<file path="config.mk">
export PLATFORM = sky130hd
export DESIGN_NAME = regfile_write_arbiter
export DESIGN_NICKNAME = d
export VERILOG_FILES = /design/src/rtl/regfile_write_arbiter_pkg.sv /design/src/rtl/regfile_write_arbiter_wb_fifo.sv /design/src/rtl/regfile_write_arbiter.sv
export SDC_FILE = /design/constraint.sdc
export NUM_CORES = 1
export LEC_CHECK = 0
export CAP_MARGIN = 0
export CORE_ASPECT_RATIO = 0.75
export CORE_MARGIN = 2
export CORE_UTILIZATION = 52
export CTS_CLUSTER_SIZE = 14
export DETAILED_ROUTE_END_ITERATION = 10
export GPL_TIMING_DRIVEN = 1
export PLACE_DENSITY = 0.81
export SETUP_SLACK_MARGIN = 0.05
export SYNTH_ARGS = -nofsm -noshare
export SYNTH_HDL_FRONTEND = slang
export SYNTH_SLANG_ARGS = --single-unit
</file>
<file path="constraint.sdc">
create_clock -name clk -period 6.3 [get_ports clk]
set_clock_uncertainty 0.15 [all_clocks]
set_input_delay 0.945 -clock clk [delete_from_list [all_inputs] [get_ports clk]]
set_output_delay 0.945 -clock clk [all_outputs]
set_load 0.05 [all_outputs]
</file>
<file path="src/rtl/regfile_write_arbiter_pkg.sv">
// Shared definitions for the register-file write arbiter.
//   DATA_W / ADDR_W : default write-data and register-index widths
//   wb_req_t        : a single writeback request (destination + data)
//   grant_e         : per-cycle arbitration outcome
package regfile_write_arbiter_pkg;

  localparam int DATA_W = 32;
  localparam int ADDR_W = 5;

  typedef struct packed {
    logic [ADDR_W-1:0] addr;
    logic [DATA_W-1:0] data;
  } wb_req_t;

  typedef enum logic [1:0] {
    G_IDLE = 2'd0,
    G_PRI  = 2'd1,
    G_SEC  = 2'd2
  } grant_e;

endpackage

</file>
<file path="src/rtl/regfile_write_arbiter_wb_fifo.sv">
// Circular-buffer FIFO for the secondary writeback source.
// Ports:
//   clk, rst_n              : clock, asynchronous active-low reset
//   push, push_addr/data    : enqueue (ignored when full)
//   pop                     : dequeue head (ignored when empty)
//   head_addr/head_data     : oldest entry
//   count                   : occupied entries
//   entry_addr/entry_valid  : flattened per-slot address and occupancy, for hazard lookup
// Handshake: push is honoured only when count < DEPTH; pop only when count > 0,
// evaluated on the pre-edge count, so an entry pushed into an empty FIFO cannot
// leave in the same cycle.
module regfile_write_arbiter_wb_fifo
  import regfile_write_arbiter_pkg::*;
#(
  parameter int DATA_W = 32,
  parameter int ADDR_W = 5,
  parameter int DEPTH  = 4,
  localparam int PTR_W = $clog2(DEPTH),
  localparam int CNT_W = PTR_W + 1
) (
  input  logic                    clk,
  input  logic                    rst_n,
  input  logic                    push,
  input  logic [ADDR_W-1:0]       push_addr,
  input  logic [DATA_W-1:0]       push_data,
  input  logic                    pop,
  output logic [ADDR_W-1:0]       head_addr,
  output logic [DATA_W-1:0]       head_data,
  output logic [CNT_W-1:0]        count,
  output logic [DEPTH*ADDR_W-1:0] entry_addr,
  output logic [DEPTH-1:0]        entry_valid
);

  logic [ADDR_W-1:0] addr_mem_q [DEPTH];
  logic [DATA_W-1:0] data_mem_q [DEPTH];
  logic [PTR_W-1:0]  rd_ptr_q, rd_ptr_d;
  logic [PTR_W-1:0]  wr_ptr_q, wr_ptr_d;
  logic [CNT_W-1:0]  count_q, count_d;
  logic              push_ok, pop_ok;
  logic [PTR_W-1:0]  slot_off;

  always_comb begin
    push_ok  = push && (count_q != CNT_W'(DEPTH));
    pop_ok   = pop && (count_q != '0);
    // Pointers are PTR_W wide and DEPTH is a power of two, so they wrap naturally.
    rd_ptr_d = pop_ok  ? rd_ptr_q + PTR_W'(1) : rd_ptr_q;
    wr_ptr_d = push_ok ? wr_ptr_q + PTR_W'(1) : wr_ptr_q;
    count_d  = count_q + CNT_W'(push_ok) - CNT_W'(pop_ok);
  end

  always_ff @(posedge clk or negedge rst_n) begin
    if (!rst_n) begin
      rd_ptr_q <= '0;
      wr_ptr_q <= '0;
      count_q  <= '0;
      for (int i = 0; i < DEPTH; i++) begin
        addr_mem_q[i] <= '0;
        data_mem_q[i] <= '0;
      end
    end else begin
      rd_ptr_q <= rd_ptr_d;
      wr_ptr_q <= wr_ptr_d;
      count_q  <= count_d;
      if (push_ok) begin
        addr_mem_q[wr_ptr_q] <= push_addr;
        data_mem_q[wr_ptr_q] <= push_data;
      end
    end
  end

  // A slot is occupied when its distance from the read pointer is below count.
  always_comb begin
    slot_off    = '0;
    entry_addr  = '0;
    entry_valid = '0;
    for (int i = 0; i < DEPTH; i++) begin
      slot_off                       = PTR_W'(i) - rd_ptr_q;
      entry_valid[i]                 = ({1'b0, slot_off} < count_q);
      entry_addr[i*ADDR_W +: ADDR_W] = addr_mem_q[i];
    end
  end

  assign head_addr = addr_mem_q[rd_ptr_q];
  assign head_data = data_mem_q[rd_ptr_q];
  assign count     = count_q;

endmodule

</file>
<file path="src/rtl/regfile_write_arbiter.sv">
// Arbitrates the single register-file write port between the in-order
// writeback stage (primary, priority) and long-latency units (secondary,
// buffered in a FIFO). A wait counter forces the FIFO to drain when its head
// has been passed over for STARVE_LIMIT cycles.
// Ports:
//   clk, rst                       : clock, asynchronous active-low reset
//   p_valid/p_ready/p_addr/p_data  : primary request; transfer when p_valid && p_ready
//   s_valid/s_ready/s_addr/s_data  : secondary request; transfer when s_valid && s_ready
//   rf_we/rf_waddr/rf_wdata        : registered register-file write port
//   chk_addr1/2, chk_hit1/2        : pending-write lookups for the hazard unit
//   fifo_count, starve_active      : FIFO occupancy and forced-drain state
// Valid/ready: a source may hold valid until ready; data is sampled at the
// posedge where valid && ready, and the result appears on rf_* one cycle later.
module regfile_write_arbiter
  import regfile_write_arbiter_pkg::*;
#(
  parameter int DATA_W       = regfile_write_arbiter_pkg::DATA_W,
  parameter int ADDR_W       = regfile_write_arbiter_pkg::ADDR_W,
  parameter int FIFO_DEPTH   = 4,
  parameter int STARVE_LIMIT = 8,
  localparam int CNT_W       = $clog2(FIFO_DEPTH) + 1,
  localparam int WAIT_W      = $clog2(STARVE_LIMIT + 1)
) (
  input  logic              clk,
  input  logic              rst,
  input  logic              p_valid,
  output logic              p_ready,
  input  logic [ADDR_W-1:0] p_addr,
  input  logic [DATA_W-1:0] p_data,
  input  logic              s_valid,
  output logic              s_ready,
  input  logic [ADDR_W-1:0] s_addr,
  input  logic [DATA_W-1:0] s_data,
  output logic              rf_we,
  output logic [ADDR_W-1:0] rf_waddr,
  output logic [DATA_W-1:0] rf_wdata,
  input  logic [ADDR_W-1:0] chk_addr1,
  input  logic [ADDR_W-1:0] chk_addr2,
  output logic              chk_hit1,
  output logic              chk_hit2,
  output logic [CNT_W-1:0]  fifo_count,
  output logic              starve_active
);

  logic [CNT_W-1:0]             cnt;
  logic [ADDR_W-1:0]            head_addr;
  logic [DATA_W-1:0]            head_data;
  logic [FIFO_DEPTH*ADDR_W-1:0] entry_addr;
  logic [FIFO_DEPTH-1:0]        entry_valid;
  logic                         push, pop;
  logic [CNT_W-1:0]             cnt_next;
  grant_e                       grant;
  logic [ADDR_W-1:0]            sel_addr;
  logic [DATA_W-1:0]            sel_data;

  logic              rf_we_q, rf_we_d;
  logic [ADDR_W-1:0] rf_waddr_q, rf_waddr_d;
  logic [DATA_W-1:0] rf_wdata_q, rf_wdata_d;
  logic [WAIT_W-1:0] wait_q, wait_d;
  logic              starve_q, starve_d;

  regfile_write_arbiter_wb_fifo #(
    .DATA_W (DATA_W),
    .ADDR_W (ADDR_W),
    .DEPTH  (FIFO_DEPTH)
  ) u_fifo (
    .clk         (clk),
    .rst_n       (rst),
    .push        (push),
    .push_addr   (s_addr),
    .push_data   (s_data),
    .pop         (pop),
    .head_addr   (head_addr),
    .head_data   (head_data),
    .count       (cnt),
    .entry_addr  (entry_addr),
    .entry_valid (entry_valid)
  );

  assign p_ready = !starve_q;
  assign s_ready = (cnt < CNT_W'(FIFO_DEPTH));
  assign push    = s_valid && s_ready;
  assign pop     = (grant == G_SEC);

  always_comb begin
    grant    = G_IDLE;
    sel_addr = p_addr;
    sel_data = p_data;
    if (p_valid && !starve_q) begin
      grant = G_PRI;
    end else if (cnt != '0) begin
      grant    = G_SEC;
      sel_addr = head_addr;
      sel_data = head_data;
    end
    // r0 writes are consumed but never reach the register file; address and
    // data hold their previous values whenever the write enable is low.
    rf_we_d    = (grant != G_IDLE) && (sel_addr != '0);
    rf_waddr_d = rf_we_d ? sel_addr : rf_waddr_q;
    rf_wdata_d = rf_we_d ? sel_data : rf_wdata_q;
  end

  always_comb begin
    cnt_next = cnt + CNT_W'(push) - CNT_W'(pop);
    if ((cnt == '0) || (grant == G_SEC)) begin
      wait_d = '0;
    end else if (wait_q != WAIT_W'(STARVE_LIMIT)) begin
      wait_d = wait_q + WAIT_W'(1);
    end else begin
      wait_d = wait_q;
    end
    // Forced drain persists until the FIFO empties, even across new pushes.
    if (cnt_next == '0) begin
      starve_d = 1'b0;
    end else if (starve_q) begin
      starve_d = 1'b1;
    end else begin
      starve_d = (wait_d == WAIT_W'(STARVE_LIMIT));
    end
  end

  always_ff @(posedge clk or negedge rst) begin
    if (!rst) begin
      rf_we_q    <= 1'b0;
      rf_waddr_q <= '0;
      rf_wdata_q <= '0;
      wait_q     <= '0;
      starve_q   <= 1'b0;
    end else begin
      rf_we_q    <= rf_we_d;
      rf_waddr_q <= rf_waddr_d;
      rf_wdata_q <= rf_wdata_d;
      wait_q     <= wait_d;
      starve_q   <= starve_d;
    end
  end

  // A register is pending if it sits in the FIFO or in the output stage.
  always_comb begin
    chk_hit1 = 1'b0;
    chk_hit2 = 1'b0;
    for (int i = 0; i < FIFO_DEPTH; i++) begin
      if (entry_valid[i] && (entry_addr[i*ADDR_W +: ADDR_W] == chk_addr1)) chk_hit1 = 1'b1;
      if (entry_valid[i] && (entry_addr[i*ADDR_W +: ADDR_W] == chk_addr2)) chk_hit2 = 1'b1;
    end
    if (rf_we_q && (rf_waddr_q == chk_addr1)) chk_hit1 = 1'b1;
    if (rf_we_q && (rf_waddr_q == chk_addr2)) chk_hit2 = 1'b1;
    if (chk_addr1 == '0) chk_hit1 = 1'b0;
    if (chk_addr2 == '0) chk_hit2 = 1'b0;
  end

  assign rf_we         = rf_we_q;
  assign rf_waddr      = rf_waddr_q;
  assign rf_wdata      = rf_wdata_q;
  assign fifo_count    = cnt;
  assign starve_active = starve_q;

endmodule

</file>
==> results of run 1 <==
[registers in the layout, indices dropped and copies added (netlist names)]
signal             flops
u_fifo.data_mem_q    128
rf_wdata              32
u_fifo.entry_addr     20
rf_waddr               5
wait_q                 4
u_fifo.count           3
u_fifo.rd_ptr_q        2
u_fifo.wr_ptr_q        2
rf_we                  1
starve_active          1
[power by group]
group	switching (W)	total, W	internal, W	leakage (nW)
combinational	0.00152	0.00298	0.00146	2.31
clock	0.000463	0.00105	0.000585	0.269
sequential	0.000491	0.00241	0.00192	2.38
[per-stage QoR]
stage          total power (W)  utilization [%]  setup slack [ns]  hold slack, ns
2_1_floorplan          0.00457                -              2.26           0.324
3_3_place_gp           0.00529             60.5              1.80           0.333
3_5_place_dp           0.00541             60.5              1.80           0.338
4_1_cts                0.00647             63.6              1.54           0.356
5_1_grt                0.00682             63.6              1.40           0.367
6_report               0.00644             63.6              1.55           0.351
[placed cells by master (no fill, tap or decap), types with 19 or more instances in the layout]
| cell type | Yosys | layout |
|---|---|---|
| clkdlybuf4s50_1 | 0 | 132 |
| mux2_2 | 148 | 148 |
| xnor2_1 | 23 | 23 |
| a31oi_1 | 35 | 35 |
| mux4_2 | 36 | 36 |
| xor2_1 | 36 | 36 |
| inv_1 | 19 | 19 |
| nor2_1 | 33 | 33 |
| nand2_1 | 78 | 74 |
| dfrtp_1 | 198 | 196 |
[routing by layer]
metal | up-vias | wire length (um)
met3 | 25 | 1070
li1 | 2833 | -
met5 | - | 0
met1 | 3300 | 9910
met2 | 142 | 10200
met4 | 0 | 293
[cell type report]
cell class                      instances  area, um2
Clock inverter                          6       67.6
Clock buffer                           24        492
Inverter                               19       71.3
Sequential cell                       198       4960
Multi-Input combinational cell        473       4340
Fill cell                            1401       6660
Timing Repair Buffer                  140       1390
Tap cell                              247        309
[logic make-up (layout without fill, tap and decap cells)]
kind of cell | Yosys count | count (layout) | synth area share (%)
AOI/OAI and AO/OA | 56 | 56 | 3.99
xor gates and xnor gates | 59 | 59 | 5.37
adders and majority gates | 16 | 16 | 2.24
buffers and inverters | 67 | 189 | 3.50
DFF | 198 | 198 | 51.5
muxes | 186 | 186 | 26.1
and+or+nand+nor | 156 | 156 | 7.32
[path summary, 6_finish.rpt]
kind,from,end,slack (ns),depth (start not counted)
min in group asynchronous,rst,u_fifo.entry_addr[6]$_DFFE_PN0P_,0.41,1
setup reg to reg,u_fifo.rd_ptr_q[0]$_DFFE_PN0P_,rf_wdata[21]$_DFFE_PN0P_,2.68,7
hold / removal,u_fifo.data_mem_q[67]$_DFFE_PN0P_,u_fifo.data_mem_q[67]$_DFFE_PN0P_,0.35,1
setup / recovery,u_fifo.rd_ptr_q[0]$_DFFE_PN0P_,chk_hit2,1.55,9
max in group asynchronous,rst,u_fifo.data_mem_q[115]$_DFFE_PN0P_,4.25,2
hold reg to reg,u_fifo.data_mem_q[67]$_DFFE_PN0P_,u_fifo.data_mem_q[67]$_DFFE_PN0P_,0.35,1
==> metrics.txt, run 1 <==
Final ANT Viol Nets=0; crit path max fanout=24; status=complete, no violations; PortBufs=133; Final period util=75.3%; GR Util met3=4.70%; top post-synthesis cells by area=dfrtp_1 (51%), mux2_2 (17%), mux4_2 (8.4%), xor2_1 (3.3%), nand2_1 (3.0%); CP Launch Type=flop; Final GP Congestion=0.923; LEAKAGE=4.96 nW; Initial Utilization=52.6%; Cells after Synth=738; gr busiest metal=met2; top cell type's share of synthesized area=51.5%; synthesized cell area=9630 um2; Nets=953; DRT iter0 DRCs=444; Slew HR=25.9%; Maximum Capacitance Violations=0; WP data arrival=3.65 ns; Commonest cells post-synth=dfrtp_1 (198), mux2_2 (148), nand2_1 (78); Crit path largest cell delay=0.88 ns; met2 global-route usage=38.0%; setup TNS=0 ns; # IOs=134; Max Clock Freq=211 MHz; Yosys top cell by area=dfrtp_1; clock latency on the worst-skew pair=0.43 ns; largest net degree at the start of global routing=110; gr usage total=23.4%; Syn Nets=842; initial antenna violation count=0; Slew @ Worst Pin=1.11 ns; Crit path top cell by count=nor4_1; final antenna diode count=0; post-detail-place hpwl=14300 um; minimum clock period=4.75 ns; Setup Fix Bufs, Post-CTS=0; GR Overflow Total=0; Final Hold Viols=0; EDFF count, synth=0; Slew Limit Fails=0; WP data required=5.20 ns; Finish-stage setup viols=0; Worst-path clk slew=0.06 ns; Hold Crit Class=reg -> reg; drt first pass iters=5; CP Class=reg -> out; drt total wl=21500 um; Sink Count=198; post-CTS resize count=0; Die Width=161 um; Yosys cell types=45; first-pass GRT wire length=35600 um; core area=18300 um2; Layout Area Growth over Synthesis=20.8%; main flop type after synthesis=dfrtp_1; met1 usage in global routing=32.3%; Warnings, synthesis=0; vias per inst=5.69; clk root buf=clkbuf_16; post-synthesis area per instance=13.0 um2; H-tree Lvls=4; Site Rows=43; Power Dens Cells=553 nW/um2; Hold Buf Count CTS=0; Placed Cells incl. Taps=1077; RSZ-0062 raised after global routing=false; asr flop ratio synth=100%; top-count cell post-synth=dfrtp_1; final instance area=11600 um2; die area=19600 um2; CP Capture Type=primary output; ratio of cells with drive above 1 in the final layout=27.6%; CTS buffer count=17; share of the yosys chip area belonging to registers=51.5%; CTS tree=done; maximum vdd drop=278 uV; Residual DRC=0; cell family with most CP delay=flip-flops; post-synthesis register bit count=198; cell chain of the critical path=xor2_1, inv_1, ha_1, nor2b_1, a22o_1, nor4_1, nor4_1, a21oi_1, clkdlybuf4s50_1; Buf/Inv on CP=2; slowest cell on the critical path=dfrtp_2; maximum clock insertion buffer count=2; Vert. Die Dim=122 um; fin cells=1107; Placed Area=11100 um2; Routed wire per std cell=19.4 um; Vias=6300; vias in the first global route=6694
Note: power is estimated with default switching activity, not from simulation.
==> run 2, diff against run 1 <==
==> constraint.sdc (replaced) <==
create_clock -name clk -period 4.39 [get_ports clk]
set_clock_uncertainty 0.15 [all_clocks]
set_input_delay 0.6585 -clock clk [delete_from_list [all_inputs] [get_ports clk]]
set_output_delay 0.6585 -clock clk [all_outputs]
set_load 0.05 [all_outputs]
==> run 2 against run 1 <==
Hold slack got worse by 0.19 ns. Clock power grew 44%. Register-to-register slack worse by 1.3 ns. Wire length down 0.62%. Final area increased by 0.59%. Final cell count increased by 0.72%. Sequential cell count did not move. Sequential power grew 41%. Critical endpoint is now chk_hit1. Largest power group unchanged.
==> metrics.txt, run 2 (same netlist as run 1, synthesis figures left out) <==
cell chain of the critical path=xor2_1, inv_1, ha_1, nor2b_1, a22o_1, o41ai_1, o22a_1, buf_4; Placed Area=11100 um2 (+0.54%); RSZ-0062 raised after global routing=false; status=complete, no violations; CP Capture Type=primary output; Vert. Die Dim=122 um (unchanged); CP Class=reg -> out; Power Dens Cells=789 nW/um2 (+43%); Slew Limit Fails=0 (unchanged); Sink Count=198 (unchanged); Max Clock Freq=275 MHz; Site Rows=43 (unchanged); Crit path largest cell delay=0.66 ns (-0.22 ns); maximum clock insertion buffer count=2 (unchanged); Hold Crit Class=in -> async; Final ANT Viol Nets=0 (unchanged); CTS tree=done; CTS buffer count=17 (unchanged); Residual DRC=0 (unchanged); Layout Area Growth over Synthesis=21.5%; WP data required=3.58 ns (-1.62 ns); GR Overflow Total=0 (unchanged); CP Launch Type=flop; Final period util=82.9%; Die Width=161 um (unchanged); initial antenna violation count=0 (unchanged); H-tree Lvls=4 (unchanged); # IOs=134 (unchanged); gr usage total=23.4% (about the same); clk root buf=clkbuf_16; clock latency on the worst-skew pair=0.42 ns (about the same); WP data arrival=2.83 ns (-0.82 ns); Final GP Congestion=0.913 (-1.2%); Vias=6209 (-1.4%); most frequent cells in the layout=dfrtp_1 (196), mux2_2 (148), clkdlybuf4s50_1 (130); Nets=960 (+0.73%); crit path max fanout=18 (-25%); Final Hold Viols=0 (unchanged); ratio of cells with drive above 1 in the final layout=28.6% (+1.0 points); Buf/Inv on CP=2 (unchanged); Slew @ Worst Pin=0.858 ns (-0.250 ns); most common cell after layout, fill and taps aside=dfrtp_1; LEAKAGE=5.01 nW (+1.0%); final antenna diode count=0 (unchanged); cell family with most CP delay=compound AO/OA/AOI/OAI gates; Initial Utilization=52.6% (unchanged); core area=18300 um2 (unchanged); setup TNS=0 ns (unchanged); largest net degree at the start of global routing=106 (-3.6%); first-pass GRT wire length=35300 um (-0.79%); Hold Buf Count CTS=0 (unchanged); Setup Fix Bufs, Post-CTS=0 (unchanged); Largest Register=u_fifo.data_mem_q; PnR Total Power=0.00923 W (+43%); final instance area=11700 um2 (+0.59%); post-detail-place hpwl=14000 um (-1.7%); maximum vdd drop=359 uV (+29%); Finish-stage setup viols=0 (unchanged); minimum clock period=3.64 ns; PortBufs=133 (unchanged); Maximum Capacitance Violations=0 (unchanged); vias per inst=5.57 (-2.2%); drt first pass iters=5 (unchanged); vias in the first global route=6439 (-3.8%); Routed wire per std cell=19.1 um (-1.3%); Worst-path clk slew=0.07 ns (about the same); DRT iter0 DRCs=448 (+0.90%); post-CTS resize count=0 (unchanged); Largest register FFs=128 (unchanged); slowest cell on the critical path=dfrtp_2; Slew HR=42.8% (+17 points); die area=19600 um2 (unchanged); drt total wl=21400 um (-0.62%); hold slack=0.160 ns (-0.191 ns)
## run 2: per-layer routing
| metal | wire (um) | track usage, % | vias up |
|---|---|---|---|
| li1 | - | - | 2868 |
| met1 | 10000 | 33.8 | 3177 |
| met2 | 10100 | 36.7 | 148 |
| met3 | 1010 | 5.11 | 16 |
| met4 | 180 | 5.36 | 0 |
| met5 | 0 | 0 | - |
## run 2: layout make-up
cell class	instances	area (um2)
Tap cell	247	309
Fill cell	1390	6600
Clock inverter	9	93.8
Inverter	19	71.3
Timing Repair Buffer	147	1450
Sequential cell	198	4960
Clock buffer	22	474
Multi-Input combinational cell	473	4340
## run 2: through the flow
step                      std cells  setup slack, ns  utilization [%]
after floorplan                 738            0.635                -
after global placement         1084             1.05             60.8
after detailed placement       1084             1.02             60.8
after CTS                      1115            0.747             63.9
after global routing           1115            0.568             63.9
final                          1115            0.753             63.9
## run 2: final timing paths
kind,start,end,slack (ns),depth (start not counted)
setup / recovery,u_fifo.rd_ptr_q[1]$_DFFE_PN0P_,chk_hit1,0.75,8
setup reg to reg,u_fifo.rd_ptr_q[0]$_DFFE_PN0P_,rf_wdata[11]$_DFFE_PN0P_,1.37,7
hold / removal,rst,u_fifo.entry_addr[17]$_DFFE_PN0P_,0.16,1
max in group asynchronous,rst,u_fifo.data_mem_q[91]$_DFFE_PN0P_,2.91,2
min in group clk,u_fifo.data_mem_q[104]$_DFFE_PN0P_,u_fifo.data_mem_q[104]$_DFFE_PN0P_,0.35,1
hold reg to reg,u_fifo.data_mem_q[104]$_DFFE_PN0P_,u_fifo.data_mem_q[104]$_DFFE_PN0P_,0.35,1
## run 2: report_power, final
| part | total (W) | leakage [nW] | internal, W | switching, W |
|---|---|---|---|---|
| clock | 0.00151 | 0.279 | 0.000834 | 0.000672 |
| combinational | 0.00433 | 2.35 | 0.00210 | 0.00223 |
| sequential | 0.00340 | 2.38 | 0.00275 | 0.000645 |
## run 2: worst reg2reg max path, delay by kind of cell (launching register included)
kind	cells	cell delay (ns)
AO/OA/AOI/OAI	2	0.39
buffers and inverters	2	0.75
flip-flops	1	0.38
multiplexers	1	0.66
AND/OR/NAND/NOR	2	0.57
